`src/rtl/mem_byte_port_ctrl_pkg.sv`:
```
// ----------------------------------------------------------------------------
// mem_pkg : funct3 codes, FSM states and request-decode helpers. Rev 1.0
// ----------------------------------------------------------------------------
`default_nettype none

package mem_pkg;

  localparam logic [2:0] F3_B  = 3'b000;
  localparam logic [2:0] F3_H  = 3'b001;
  localparam logic [2:0] F3_W  = 3'b010;
  localparam logic [2:0] F3_BU = 3'b100;
  localparam logic [2:0] F3_HU = 3'b101;

  typedef enum logic [1:0] {
    IDLE   = 2'd0,
    ACCESS = 2'd1,
    DRAIN  = 2'd2,
    RESP   = 2'd3
  } state_t;

  // Unsigned widths only make sense for loads.
  function automatic logic f3_legal(input logic we, input logic [2:0] f3);
    case (f3)
      F3_B, F3_H, F3_W: return 1'b1;
      F3_BU, F3_HU:     return !we;
      default:          return 1'b0;
    endcase
  endfunction

  function automatic logic [1:0] f3_last_idx(input logic [2:0] f3);
    case (f3[1:0])
      2'b01:   return 2'd1;
      2'b10:   return 2'd3;
      default: return 2'd0;
    endcase
  endfunction

endpackage

`default_nettype wire

```
`src/rtl/mem_byte_port_ctrl_if.sv`:
```
// ----------------------------------------------------------------------------
// mem_byte_port_ctrl_if : core-side request/response bus. Rev 1.0
// ----------------------------------------------------------------------------
`default_nettype none

interface mem_byte_port_ctrl_if;
  logic        req_valid;
  logic        req_ready;
  logic        req_we;
  logic [2:0]  req_funct3;
  logic [31:0] req_addr;
  logic [31:0] req_wdata;
  logic        rsp_valid;
  logic [31:0] rsp_rdata;
  logic        rsp_err;

  modport master (
    output req_valid, req_we, req_funct3, req_addr, req_wdata,
    input  req_ready, rsp_valid, rsp_rdata, rsp_err
  );

  modport slave (
    input  req_valid, req_we, req_funct3, req_addr, req_wdata,
    output req_ready, rsp_valid, rsp_rdata, rsp_err
  );
endinterface

`default_nettype wire

```
`src/rtl/mem_byte_port_ctrl_load_ext.sv`:
```
// ----------------------------------------------------------------------------
// mem_load_ext : sign/zero extension of assembled load bytes. Rev 1.0
// ----------------------------------------------------------------------------
`default_nettype none

module mem_load_ext
  import mem_pkg::*;
(
  input  logic [31:0] raw,
  input  logic [2:0]  funct3,
  output logic [31:0] ext
);

  always_comb begin
    ext = raw;
    case (funct3)
      F3_B:    ext = {{24{raw[7]}}, raw[7:0]};
      F3_BU:   ext = {24'd0, raw[7:0]};
      F3_H:    ext = {{16{raw[15]}}, raw[15:0]};
      F3_HU:   ext = {16'd0, raw[15:0]};
      default: ext = raw;
    endcase
  end

endmodule

`default_nettype wire

```
`src/rtl/mem_byte_port_ctrl.sv`:
```
// ----------------------------------------------------------------------------
// mem_byte_port_ctrl : serialises RV32I loads/stores into byte-RAM accesses. Rev 1.0
// ----------------------------------------------------------------------------
`default_nettype none

module mem_byte_port_ctrl
  import mem_pkg::*;
#(
  parameter int ADDR_W = 23
) (
  input  logic                 clk,
  input  logic                 rst,
  mem_byte_port_ctrl_if.slave  bus,
  output logic                 ram_en,
  output logic                 ram_w_en,
  output logic [ADDR_W-1:0]    ram_addr,
  output logic [7:0]           ram_wdata,
  input  logic [7:0]           ram_rdata
);

  state_t              state_q, state_d;
  logic                we_q, we_d;
  logic [2:0]          f3_q, f3_d;
  logic [ADDR_W-1:0]   addr_q, addr_d;
  logic [31:0]         wdata_q, wdata_d;
  logic [1:0]          last_q, last_d;
  logic [1:0]          count_q, count_d;
  logic [31:0]         rbuf_q, rbuf_d;
  logic                err_q, err_d;

  logic                req_ready_q, req_ready_d;
  logic                ram_en_q, ram_en_d;
  logic                ram_w_en_q, ram_w_en_d;
  logic [ADDR_W-1:0]   ram_addr_q, ram_addr_d;
  logic [7:0]          ram_wdata_q, ram_wdata_d;
  logic                rsp_valid_q, rsp_valid_d;
  logic [31:0]         rsp_rdata_q, rsp_rdata_d;
  logic                rsp_err_q, rsp_err_d;

  logic                bad_req;
  logic [31:0]         ext_w;

  assign bad_req = !f3_legal(bus.req_we, bus.req_funct3)
                 || (bus.req_funct3[1:0] == 2'b01 && bus.req_addr[0])
                 || (bus.req_funct3[1:0] == 2'b10 && bus.req_addr[1:0] != 2'b00)
                 || (|bus.req_addr[31:ADDR_W]);

  always_comb begin
    state_d = state_q;
    we_d    = we_q;
    f3_d    = f3_q;
    addr_d  = addr_q;
    wdata_d = wdata_q;
    last_d  = last_q;
    count_d = count_q;
    rbuf_d  = rbuf_q;
    err_d   = err_q;
    case (state_q)
      IDLE: begin
        if (bus.req_valid && req_ready_q) begin
          we_d    = bus.req_we;
          f3_d    = bus.req_funct3;
          addr_d  = bus.req_addr[ADDR_W-1:0];
          wdata_d = bus.req_wdata;
          last_d  = f3_last_idx(bus.req_funct3);
          count_d = 2'd0;
          rbuf_d  = 32'd0;
          err_d   = bad_req;
          state_d = bad_req ? RESP : ACCESS;
        end
      end
      ACCESS: begin
        // Read data lags the address by one cycle, so lane count-1 lands now.
        if (!we_q && count_q != 2'd0)
          rbuf_d[{count_q - 2'd1, 3'b000} +: 8] = ram_rdata;
        if (count_q == last_q)
          state_d = we_q ? RESP : DRAIN;
        else
          count_d = count_q + 2'd1;
      end
      DRAIN: begin
        rbuf_d[{last_q, 3'b000} +: 8] = ram_rdata;
        state_d = RESP;
      end
      RESP:    state_d = IDLE;
      default: state_d = IDLE;
    endcase
  end

  mem_load_ext u_load_ext (
    .raw    (rbuf_d),
    .funct3 (f3_d),
    .ext    (ext_w)
  );

  // Outputs are precomputed from the next state so every port is a flop.
  always_comb begin
    req_ready_d = (state_d == IDLE);
    ram_en_d    = (state_d == ACCESS);
    ram_w_en_d  = ram_en_d && we_d;
    ram_addr_d  = ram_en_d ? addr_d + {{(ADDR_W-2){1'b0}}, count_d} : '0;
    ram_wdata_d = ram_w_en_d ? wdata_d[{count_d, 3'b000} +: 8] : 8'd0;
    rsp_valid_d = (state_d == RESP);
    rsp_err_d   = rsp_valid_d && err_d;
    rsp_rdata_d = (rsp_valid_d && !err_d && !we_d) ? ext_w : 32'd0;
  end

  always_ff @(posedge clk or posedge rst) begin
    if (rst) begin
      state_q     <= IDLE;
      we_q        <= 1'b0;
      f3_q        <= 3'd0;
      addr_q      <= '0;
      wdata_q     <= 32'd0;
      last_q      <= 2'd0;
      count_q     <= 2'd0;
      rbuf_q      <= 32'd0;
      err_q       <= 1'b0;
      req_ready_q <= 1'b1;
      ram_en_q    <= 1'b0;
      ram_w_en_q  <= 1'b0;
      ram_addr_q  <= '0;
      ram_wdata_q <= 8'd0;
      rsp_valid_q <= 1'b0;
      rsp_rdata_q <= 32'd0;
      rsp_err_q   <= 1'b0;
    end else begin
      state_q     <= state_d;
      we_q        <= we_d;
      f3_q        <= f3_d;
      addr_q      <= addr_d;
      wdata_q     <= wdata_d;
      last_q      <= last_d;
      count_q     <= count_d;
      rbuf_q      <= rbuf_d;
      err_q       <= err_d;
      req_ready_q <= req_ready_d;
      ram_en_q    <= ram_en_d;
      ram_w_en_q  <= ram_w_en_d;
      ram_addr_q  <= ram_addr_d;
      ram_wdata_q <= ram_wdata_d;
      rsp_valid_q <= rsp_valid_d;
      rsp_rdata_q <= rsp_rdata_d;
      rsp_err_q   <= rsp_err_d;
    end
  end

  assign bus.req_ready = req_ready_q;
  assign bus.rsp_valid = rsp_valid_q;
  assign bus.rsp_rdata = rsp_rdata_q;
  assign bus.rsp_err   = rsp_err_q;
  assign ram_en        = ram_en_q;
  assign ram_w_en      = ram_w_en_q;
  assign ram_addr      = ram_addr_q;
  assign ram_wdata     = ram_wdata_q;

endmodule

`default_nettype wire

```
`src/flat_wrapper.sv`:
```
// flat-port wrapper written by rule: the top's interface ports become plain ports
module mem_byte_port_ctrl_flat import mem_pkg::*;
#(
  parameter int ADDR_W = 23
)
  (clk, rst, ram_en, ram_w_en, ram_addr, ram_wdata, ram_rdata, bus_req_valid, bus_req_we, bus_req_funct3, bus_req_addr, bus_req_wdata, bus_req_ready, bus_rsp_valid, bus_rsp_rdata, bus_rsp_err);
  mem_byte_port_ctrl_if bus_i ();
  input  logic clk;
  input  logic rst;
  output logic ram_en;
  output logic ram_w_en;
  output logic [ADDR_W-1:0] ram_addr;
  output logic [7:0] ram_wdata;
  input  logic [7:0] ram_rdata;
  input wire logic [$bits(bus_i.req_valid)-1:0] bus_req_valid;
  input wire logic [$bits(bus_i.req_we)-1:0] bus_req_we;
  input wire logic [$bits(bus_i.req_funct3)-1:0] bus_req_funct3;
  input wire logic [$bits(bus_i.req_addr)-1:0] bus_req_addr;
  input wire logic [$bits(bus_i.req_wdata)-1:0] bus_req_wdata;
  output wire logic [$bits(bus_i.req_ready)-1:0] bus_req_ready;
  output wire logic [$bits(bus_i.rsp_valid)-1:0] bus_rsp_valid;
  output wire logic [$bits(bus_i.rsp_rdata)-1:0] bus_rsp_rdata;
  output wire logic [$bits(bus_i.rsp_err)-1:0] bus_rsp_err;
  assign bus_i.req_valid = bus_req_valid;
  assign bus_i.req_we = bus_req_we;
  assign bus_i.req_funct3 = bus_req_funct3;
  assign bus_i.req_addr = bus_req_addr;
  assign bus_i.req_wdata = bus_req_wdata;
  assign bus_req_ready = bus_i.req_ready;
  assign bus_rsp_valid = bus_i.rsp_valid;
  assign bus_rsp_rdata = bus_i.rsp_rdata;
  assign bus_rsp_err = bus_i.rsp_err;
  mem_byte_port_ctrl #(.ADDR_W(ADDR_W)) u_core (.clk(clk), .rst(rst), .bus(bus_i), .ram_en(ram_en), .ram_w_en(ram_w_en), .ram_addr(ram_addr), .ram_wdata(ram_wdata), .ram_rdata(ram_rdata));
endmodule
```
`config.mk`:
```
export PLATFORM = sky130hd
export DESIGN_NAME = mem_byte_port_ctrl_flat
export DESIGN_NICKNAME = d
export VERILOG_FILES = /design/src/rtl/mem_byte_port_ctrl_pkg.sv /design/src/rtl/mem_byte_port_ctrl_if.sv /design/src/rtl/mem_byte_port_ctrl_load_ext.sv /design/src/rtl/mem_byte_port_ctrl.sv /design/src/flat_wrapper.sv
export SDC_FILE = /design/constraint.sdc
export NUM_CORES = 1
export LEC_CHECK = 0
export ABC_AREA = 1
export ABC_CLOCK_PERIOD_IN_PS = 6050
export CAP_MARGIN = 20
export CORE_ASPECT_RATIO = 1.75
export CORE_MARGIN = 1
export CORE_UTILIZATION = 64
export CTS_CLUSTER_SIZE = 12
export DETAILED_ROUTE_END_ITERATION = 12
export DONT_BUFFER_PORTS = 1
export PLACE_DENSITY = 0.8
export SLEW_MARGIN = 5
export SYNTH_ARGS = -nofsm -noshare
export SYNTH_HDL_FRONTEND = slang
export SYNTH_HIERARCHICAL = 1
export SYNTH_SLANG_ARGS = --single-unit
```
`constraint.sdc`:
```
create_clock -name clk -period 6.05 [get_ports clk]
set_input_delay 0.605 -clock clk [delete_from_list [all_inputs] [get_ports clk]]
set_output_delay 0.605 -clock clk [all_outputs]
set_load 0.01 [all_outputs]
```
# After elaboration in Yosys (flattened, before gate mapping)
# Cells that the tools add are included.
[word_totals] regBits=166 in_bits=79 output_inout_bits=68 word_cells=97
[op_classes] n_addsub=5 n_eq_ne=15 shifts=5 mux=29 n_reduce_logical=26
[op_table] operator="32-bit two-way mux" count=5
[op_table] operator="32-bit case mux with 4 select lines" count=1
[op_table] operator="32-bit case mux with 3 select lines" count=1
[op_table] operator="23-bit two-way mux" count=3
[op_table] operator="32-bit bitwise mux" count=2
[op_table] operator="8-bit by 7-bit variable shift with 32-bit output, first input constant" count=2
[op_table] operator="8-bit by 7-bit indexed part select with 32-bit output" count=2
[op_table] operator="32-bit by 6-bit indexed part select with 8-bit output" count=1
[op_table] operator="23-bit by 2-bit adder with 23-bit output" count=1
[op_table] operator="5-bit negator with 7-bit output" count=2
[op_table] operator="3-bit == test, second input constant" count=4
[op_table] operator="2-bit two-way mux" count=5
[op_table] operator="9-bit OR reduction" count=1
[op_table] operator="2-bit == test, second input constant" count=4
[op_table] operator="1-bit logical AND" count=8
[op_table] operator="8-bit two-way mux" count=1
[op_table] operator="2-bit case mux with 2 select lines" count=2
[op_table] operator="2-bit case mux with 4 select lines" count=1
[op_table] operator="2-bit by 1-bit == test with 1-bit output, second input constant" count=3
[op_table] operator="3-bit by 1-bit == test with 1-bit output, second input constant" count=2
[op_table] operator="3-bit zero test" count=2
[op_table] operator="3-bit two-way mux" count=2
[op_table] operator="1-bit zero test" count=5
[op_table] operator="1-bit two-way mux" count=5
[op_table] operator="11 further kinds" count=15

# Depth between registers and ports, before layout
# Gate-level depths: netlist of the first run.
[depth] depth_word=14 ltp_mapped=20 ltp_nobuf=18

# By module
# The synthesis of the first run kept the hierarchy.
[modules_own_cells] module="mem_byte_port_ctrl" instances=1 cells_per_inst=874 area_per_inst_um2=7659.8 seq_area_each_um2=4155.2
[modules_own_cells] module="mem_load_ext" instances=1 cells_per_inst=70 area_per_inst_um2=370.4 seq_area_each_um2=0.0

# Worst setup path after synthesis of the first run
# OpenSTA, ideal clock, no wires.
[synth_timing] kind="input port to flip-flop" from="in bus_req_valid" to="reg u_core.ram_addr_q[13] (netlist: u_core/ram_addr[13])" setup_time_ns=0.120 t_arrival_ns=2.711 required_ns=5.930 path_slack_ns=3.219 path_stages=16 n_path_buf=3 cell_sequence="nand2_1 -> inv_1 -> nand2_4 -> buf_6 -> buf_4 -> buf_2 -> o21ai_0 -> inv_1 -> ha_1 -> a21o_1 -> nand3_2 -> nor2_4 -> nand2_1 -> nor2_4 -> and2_1 -> nor2_1"
[synth_between] elab_chain_len=5 elab_cells_between_ends=10 cone_classes="add/sub: 1; eq/ne: 1; mux: 7; reduce/logical: 1"
[synth_rtl] item="from (decl)" line_no="flat_wrapper.sv:15" source="input wire logic [$bits(bus_i.req_valid)-1:0] bus_req_valid;"
[synth_rtl] item="1-bit logical AND" line_no="mem_byte_port_ctrl.sv:60" source="if (bus.req_valid && req_ready_q) begin"
[synth_rtl] item="23-bit two-way mux" line_no="mem_byte_port_ctrl.sv:60"
[synth_rtl] item="23-bit two-way mux" line_no="mem_byte_port_ctrl.sv:58" source="case (state_q)"
[synth_rtl] item="named net u_core.addr_d[1]" line_no="mem_byte_port_ctrl.sv:24" source="logic [ADDR_W-1:0] addr_q, addr_d;"
[synth_rtl] item="23-bit by 2-bit adder with 23-bit output" line_no="mem_byte_port_ctrl.sv:101" source="ram_addr_d = ram_en_d ? addr_d + {{(ADDR_W-2){1'b0}}, count_d} : '0;"
[synth_rtl] item="23-bit two-way mux" line_no="mem_byte_port_ctrl.sv:101"
[synth_rtl] item="named net u_core.ram_addr_d[13]" line_no="mem_byte_port_ctrl.sv:34" source="logic [ADDR_W-1:0] ram_addr_q, ram_addr_d;"
[synth_rtl] item="to (signal assigned)" line_no="mem_byte_port_ctrl.sv:140" source="ram_addr_q <= ram_addr_d;"
[synth_rtl] item="to (decl)" line_no="mem_byte_port_ctrl.sv:34"
# The timed path passes the listed nets, and every way through them passes these cells.
# A chain may end at the register's enable or synchronous reset.

# Worst setup path after layout of the first run
[layout_timing] from="reg u_core.req_ready_q (netlist: u_core/bus.req_ready)" to="reg u_core.ram_addr_q[17] (netlist: u_core/ram_addr[17])"
[layout_between] elab_chain_len=5 elab_cells_between_ends=10 cone_classes="add/sub: 1; eq/ne: 1; mux: 7; reduce/logical: 1"
[layout_rtl] item="from (decl)" line_no="mem_byte_port_ctrl.sv:31" source="logic req_ready_q, req_ready_d;"
[layout_rtl] item="from (signal assigned)" line_no="mem_byte_port_ctrl.sv:137" source="req_ready_q <= req_ready_d;"
[layout_rtl] item="1-bit logical AND" line_no="mem_byte_port_ctrl.sv:60"
[layout_rtl] item="2-bit two-way mux" line_no="mem_byte_port_ctrl.sv:60"
[layout_rtl] item="2-bit case mux with 2 select lines" line_no="mem_byte_port_ctrl.sv:58"
[layout_rtl] item="named net u_core.count_d[1]" line_no="mem_byte_port_ctrl.sv:27" source="logic [1:0] count_q, count_d;"
[layout_rtl] item="23-bit by 2-bit adder with 23-bit output" line_no="mem_byte_port_ctrl.sv:101"
[layout_rtl] item="23-bit two-way mux" line_no="mem_byte_port_ctrl.sv:101"
[layout_rtl] item="named net u_core.ram_addr_d[17]" line_no="mem_byte_port_ctrl.sv:34"
# The timed path passes the listed nets, and every way through them passes these cells.

==> results.md, run 1 <==
* Crit. End Element: flip-flop
* Vias per inst at 5.483
* Hold Vio Cnt, Final at 0
* Worst R2R Start: u_core/bus.req_ready
* Internal at 2.710 mW
* ANT nets after route at 0
* Routed vias at 6070
* Hold WS at 0.2626 ns
* Setup Viol. Count Final at 0
* Clock H-tree levels at 4
* Final setup TNS at 0 ns
* Clock Skew at 0.01164 ns
* Clk sinks at 166
* Clock insertion delay at the later pin of the skew report at 0.42 ns
* Arrival @ worst endpoint at 4.22 ns
* Final setup margin at 2.142 ns
* WL/cell at 16.63 um
* Post-Syn Instances at 944
* R2R cell count at 14
* Initial antenna violation count at 0
* Netlist cell types at 43
* Row count at 53
* CTS Buf Count at 17
* Pins Over Slew Limit at 0
* EDFF count, synth at 0
* Post-Syn Area per Cell at 8.507 um2
* Synthesized Nets at 1041
* Width of the die at 86.68 um
* Cts-stage hold buffer count at 0
* Mapped cell area at 8030 um2
* Leakage at 4.290 nW
* Port Buffer Count at 0
* Clock buffer depth at 2
* Main synth FF type: dfrtp_1
* Pin slew with the least headroom to its limit at 1.125 ns
* Drt pass-1 iters at 5
* Die area at 13020 um2
* Post-CTS Setup Repair Bufs at 0
* CP Max Fanout at 77
* Slew margin rel. at 24.42%
* Capture point of the worst reg-to-reg path: u_core/ram_addr[17]
* Net Sw Power at 2.001 mW
* Area post-placement at 7994 um2
* Chip Height at 150.2 um
* Period utilization at 64.59%
* Sw Share at 42.47%
* CP Class: reg -> reg
* Gp weighted congestion at 0.9398
* RSZ-0062 raised after global routing: no
* Comb pwr share at 40.7%
* Status: complete, no violations
* CTS root buffer: clkbuf_16
* Core area at 12140 um2
* Top Ports at 147
* VDD IR max at 0.0003537 V
* Layout cells sized above 1 at 13.91%
* Cell Pwr Density at 545.0 nW/um2
* Clock group share of total power at 24.7%
* Synthesis-to-layout area growth at 7.650%
* Reg power frac at 34.6%
* Hold Path Class: in -> async
* Placed wire-length estimate at 12560 um
* Flop2flop setup slack at 2.14 ns
* Crit start category: flip-flop
* Routed WL at 18410 um
* Clock transition at path regs at 0.07 ns
* Synth Register Bits at 166
* Clock tree from TritonCTS: done
* WP data required at 6.36 ns
* Wire length of the first global-routing pass at 29890 um
* 1st-iter DRT viols at 279
* Final Instance Area at 8645 um2
* Largest net degree at the start of global routing at 110
* Ys async rst share at 100.0%
* Antenna fix cells at 0
* Remaining Overflow, GRT at 0
* Register area share after synthesis at 51.75%
* Initial core utilization at 66.17%
* Tmin final at 3.908 ns
* Post-route DRC at 0
* Fmax at 255.9 MHz
* Worst slack, placed at 2.162 ns
* Max Cap Viol at 0
* Post-CTS Resized at 0
* Total number of yosys warnings at 6
* Final #Nets at 1026
* All-Layer GR Usage at 30.30%
* Vias in the first global route at 6182
-- logic make-up (layout without fill, tap and decap cells) --
kind of cell | after synthesis | after routing | share of synthesized area, %
xor gates and xnor gates | 1 | 1 | 0.1091
and+or+nand+nor | 439 | 439 | 26.32
DFF | 166 | 166 | 51.75
AOI/OAI and AO/OA | 121 | 121 | 8.040
adders and majority gates | 18 | 18 | 2.898
buffers and inverters | 199 | 197 | 10.89
-- layout make-up --
cell class              instances  area (um2)
fillers                       940        3491
multi-input cells             579        3004
flip-flops and latches        166        4155
repair buffers                  3       30.03
inverters                     162       613.1
clock inverters                15       210.2
clock buffers                  17       425.4
well taps                     165       206.4
-- cell usage after synthesis, drive strengths merged, types with 2 or more instances --
cell	instances	share of area, %
clkbuf	7	0.37
o21ai	76	4.8
nand4	5	0.39
nand3	63	4.4
clkinv	2	0.094
or2	33	2.6
a31oi	3	0.23
ha	17	2.6
nor3	47	3.0
nor2	73	4.4
a21oi	21	1.3
and2	2	0.16
dfrtp	165	51
nand2	211	11
o22ai	16	1.2
nor4	2	0.16
buf	30	2.9
inv	160	7.5
-- metrics by stage --
stage | std cells | power [mW] | util, %
floorplan | 944 | 3.121 | -
global placement | 1074 | 3.470 | 65.87
detailed placement | 1074 | 3.514 | 65.87
CTS | 1106 | 4.713 | 71.11
global route | 1107 | 5.052 | 71.23
finish | 1107 | 4.711 | 71.23
-- critical path: stages, from the launching register on --
cell	delay, ns
dfstp_2	0.55
nand2_1	0.13
inv_1	0.39
nand2_4	0.55
nand3_2	0.46
clkinv_1	0.37
ha_1	0.40
a21o_1	0.14
nand3_2	0.14
nor2_4	0.16
nand2_1	0.12
nor2_4	0.16
nand3_1	0.09
nand2_1	0.07
nor2_1	0.05
-- routing by layer --
metal	GRT usage (%)	vias to the layer above	routed length [um]
met5	0	-	0
met4	18.92	0	988
met3	6.524	55	1092
met2	53.53	203	9756
met1	32.46	2887	6571
li1	-	2925	-
-- state kept, by name (all words and copies together), names as in the netlist --
| name | cells |
|---|---|
| u_core/err_q | 1 |
| u_core/state_q | 2 |
| u_core/we_q | 1 |
| u_core/last_q | 2 |
| u_core/count_q | 2 |
| u_core/ram_wdata | 8 |
| u_core/ram_w_en | 1 |
| u_core/bus.rsp_err | 1 |
| u_core/addr_q | 23 |
| u_core/bus.req_ready | 1 |
| u_core/f3_q | 3 |
| u_core/ram_addr | 23 |
| u_core/bus.rsp_rdata | 32 |
| u_core/wdata_q | 32 |
| u_core/rbuf_q | 32 |
| u_core/ram_en | 1 |
| u_core/bus.rsp_valid | 1 |
-- worst max path at each step --
stage,start,to,slack [ns],depth (start not counted)
floorplan,rst,u_core/addr_q[0],0.96,1
CTS,u_core/bus.req_ready,u_core/ram_addr[17],2.18,14
detailed placement,bus_req_valid,u_core/ram_addr[15],2.16,14
global route,u_core/bus.req_ready,u_core/ram_addr[15],1.84,14
global placement,bus_req_valid,u_core/ram_addr[15],2.23,14
finish,u_core/bus.req_ready,u_core/ram_addr[17],2.14,14
-- layout by cell type (no fill, tap or decap), types with 8 or more instances in the layout --
cell       instances
nand2_1          184
dfrtp_1          165
inv_1            153
o21ai_0           60
nand3_1           57
nor2_1            54
nor3_1            46
or2_2             33
nand2_2           23
a21oi_1           21
clkbuf_16         17
ha_1              17
o22ai_1           16
o21ai_1           14
nor2_2            12
inv_6              8
-- power by group through the flow --
stage                     sequential [mW]  combinational, mW  clock (mW)
after floorplan                      1.60               1.52           0
after global placement               1.64               1.83           0
after detailed placement             1.65               1.87           0
after CTS                            1.63               1.90        1.18
after global routing                 1.66               2.16        1.23
final                                1.63               1.92        1.16
(Power assumes the default switching activity.)
==> run 2: changes to the inputs <==
--- a/config.mk
+++ b/config.mk
@@ -6,15 +6,15 @@
 export NUM_CORES = 1
 export LEC_CHECK = 0
 export ABC_AREA = 1
-export ABC_CLOCK_PERIOD_IN_PS = 6050
+export ABC_CLOCK_PERIOD_IN_PS = 3300
 export CAP_MARGIN = 20
 export CORE_ASPECT_RATIO = 1.75
 export CORE_MARGIN = 1
-export CORE_UTILIZATION = 64
+export CORE_UTILIZATION = 57
 export CTS_CLUSTER_SIZE = 12
 export DETAILED_ROUTE_END_ITERATION = 12
 export DONT_BUFFER_PORTS = 1
-export PLACE_DENSITY = 0.8
+export PLACE_DENSITY = 0.75
 export SLEW_MARGIN = 5
 export SYNTH_ARGS = -nofsm -noshare
 export SYNTH_HDL_FRONTEND = slang
==> constraint.sdc (replaced) <==
create_clock -name clk -period 3.3 [get_ports clk]
set_input_delay 0.33 -clock clk [delete_from_list [all_inputs] [get_ports clk]]
set_output_delay 0.33 -clock clk [all_outputs]
set_load 0.01 [all_outputs]
==> results.md, run 2 (synthesis results as in run 1) <==
* Status: complete, no violations
* WP data required at 3.61 ns (-2.75 ns)
* Setup Viol. Count Final at 0 (unchanged)
* Largest net degree at the start of global routing at 76 (-31%)
* Drt pass-1 iters at 5 (unchanged)
* VDD IR max at 0.0006121 V (+73%)
* Initial core utilization at 58.04% (-8.1 points)
* Commonest non-fill, non-tap cell in the layout: nand2_1
* Final #Nets at 1038 (+1.2%)
* Final core utilization at 63.02% (-8.2 points)
* Port Buffer Count at 0 (unchanged)
* Slew margin rel. at 54.22% (+30 points)
* Placed wire-length estimate at 13120 um (+4.5%)
* Arrival @ worst endpoint at 3.27 ns (-0.95 ns)
* Crit path to: u_core/ram_addr[22]
* Row count at 57 (+7.5%)
* 1st-iter DRT viols at 388 (+39%)
* Post-route DRC at 0 (unchanged)
* Clock tree from TritonCTS: done
* Clock H-tree levels at 4 (unchanged)
* ANT nets after route at 0 (unchanged)
* Tmin final at 2.966 ns (-0.9422 ns)
* Clock Skew at 0.01315 ns (+0.001514 ns)
* Leakage at 4.306 nW (+0.36%)
* Remaining Overflow, GRT at 0 (unchanged)
* CP Class: reg -> reg
* Pin slew with the least headroom to its limit at 0.6835 ns (-0.4415 ns)
* Crit. End Element: flip-flop
* Crit start category: flip-flop
* Capture point of the worst reg-to-reg path: u_core/ram_addr[22]
* Filler cell count at 1211 (+29%)
* Die area at 14590 um2 (+12%)
* All-Layer GR Usage at 26.88% (-3.4 points)
* Width of the die at 91.73 um (+5.8%)
* Final setup TNS at 0 ns (unchanged)
* Chip Height at 159.0 um (+5.9%)
* Vias in the first global route at 6127 (-0.89%)
* Clk sinks at 166 (unchanged)
* Cts-stage hold buffer count at 1 (+1)
* Routed vias at 6056 (-0.23%)
* Post-CTS Resized at 0 (unchanged)
* Max Cap Viol at 0 (unchanged)
* Most frequent cells in the layout: 184 x nand2_1, 165 x dfrtp_1, 153 x inv_1
* Vias per inst at 5.350 (-2.4%)
* Clock buffer depth at 2 (unchanged)
* CTS root buffer: clkbuf_16
* Hold Vio Cnt, Final at 0 (unchanged)
* Tot Pwr at 8.592 mW (+82%)
* Layout cells sized above 1 at 14.57% (+0.66 points)
* Period utilization at 89.87% (+25 points)
* Routed WL at 18570 um (+0.85%)
* CP Max Fanout at 10 (-87%)
* Initial antenna violation count at 1 (+1)
* Core area at 13840 um2 (+14%)
* CP Launch Point: u_core/count_q[0]
* Clock transition at path regs at 0.07 ns (about the same)
* RSZ-0062 raised after global routing: no
* Clock insertion delay at the later pin of the skew report at 0.42 ns (about the same)
* Flop2flop setup slack at 0.33 ns (-1.81 ns)
* Worst R2R Start: u_core/count_q[0]
* Gp weighted congestion at 0.9147 (-2.7%)
* Hold Path Class: in -> reg
* Fmax at 337.2 MHz (+32%)
* Pins Over Slew Limit at 0 (unchanged)
* Wire length of the first global-routing pass at 30450 um (+1.9%)
* Synthesis-to-layout area growth at 8.585%
* CTS Buf Count at 17 (unchanged)
* Top Ports at 147 (unchanged)
* Post-CTS Setup Repair Bufs at 0 (unchanged)
* WL/cell at 16.40 um (-1.4%)
* R2R cell count at 14 (unchanged)
* Cell Pwr Density at 985.3 nW/um2 (+81%)
-- run 2: changes by cell type in the layout (fill, tap and decap cells not counted), moves of 2 or more --
| cell | change |
|---|---|
| clkbuf_1 | +2 |
| inv_6 | -3 |
| clkinvlp_4 | +5 |
| buf_4 | +10 |
| buf_12 | +2 |
| clkinv_2 | -2 |
| bufinv_16 | -2 |
-- run 2: worst min path at each step --
stage	start	end	slack (ns)	depth (start not counted)
final	bus_req_addr[16]	u_core/addr_q[16]	0.05	2
after global routing	bus_req_wdata[2]	u_core/wdata_q[2]	0.06	2
after CTS	bus_req_wdata[2]	u_core/wdata_q[2]	0.04	2
after detailed placement	rst	u_core/bus.rsp_rdata[1]	0.28	1
after global placement	rst	u_core/bus.rsp_rdata[1]	0.28	1
after floorplan	u_core/rbuf_q[10]	u_core/rbuf_q[10]	0.44	2
-- run 2: per-layer routing --
metal / GRT usage, % / wire (um) / up-vias
met5: 0 / 0 / -
met1: 29.17 / 6930 / 2877
met2: 48.91 / 9956 / 189
met4: 12.71 / 640 / 0
li1: - / - / 2945
met3: 5.922 / 1037 / 45
-- run 2: worst max-delay path: stages, from the launching register on --
cell and delay, ns:
dfrtp_1 0.51, inv_1 0.16, ha_1 0.34, inv_1 0.07
nand3_1 0.09, nand3_2 0.27, fa_1 0.50, inv_1 0.09
nand3_2 0.13, nor2_4 0.20, nand2_2 0.12, nor2_2 0.17
nand3_1 0.09, nand2_1 0.07, nor2_1 0.04
-- run 2: report_power, final --
| group | internal (mW) | switching (mW) | total, mW |
|---|---|---|---|
| combinational | 1.11 | 2.52 | 3.63 |
| clock | 1.15 | 0.836 | 1.98 |
| sequential | 2.66 | 0.325 | 2.98 |
| total | 4.91 | 3.68 | 8.59 |
-- run 2: final cells by class --
class                           instances  area (um2)  share of cell area (%)
Inverter                              162       611.8                   7.017
Clock buffer                           20       446.7                   5.123
Sequential cell                       166        4155                   47.65
Clock inverter                         12       141.4                   1.621
Antenna cell                            1       2.502                 0.02870
Timing Repair Buffer                   15       140.1                   1.607
Tap cell                              177       221.5                   2.540
Multi-Input combinational cell        579        3000                   34.41
-- run 2: metrics by stage --
| stage | setup WS (ns) | cells | instance area [um2] | hold WS [ns] |
|---|---|---|---|---|
| finish | 0.3344 | 1132 | 8720 | 0.05254 |
| global route | 0.05440 | 1132 | 8720 | 0.06243 |
| CTS | 0.3157 | 1131 | 8717 | 0.03830 |
| detailed placement | 0.3790 | 1098 | 8119 | 0.2818 |
| global placement | 0.4666 | 1098 | 8119 | 0.2828 |
| floorplan | 0.5254 | 944 | 8034 | 0.4433 |
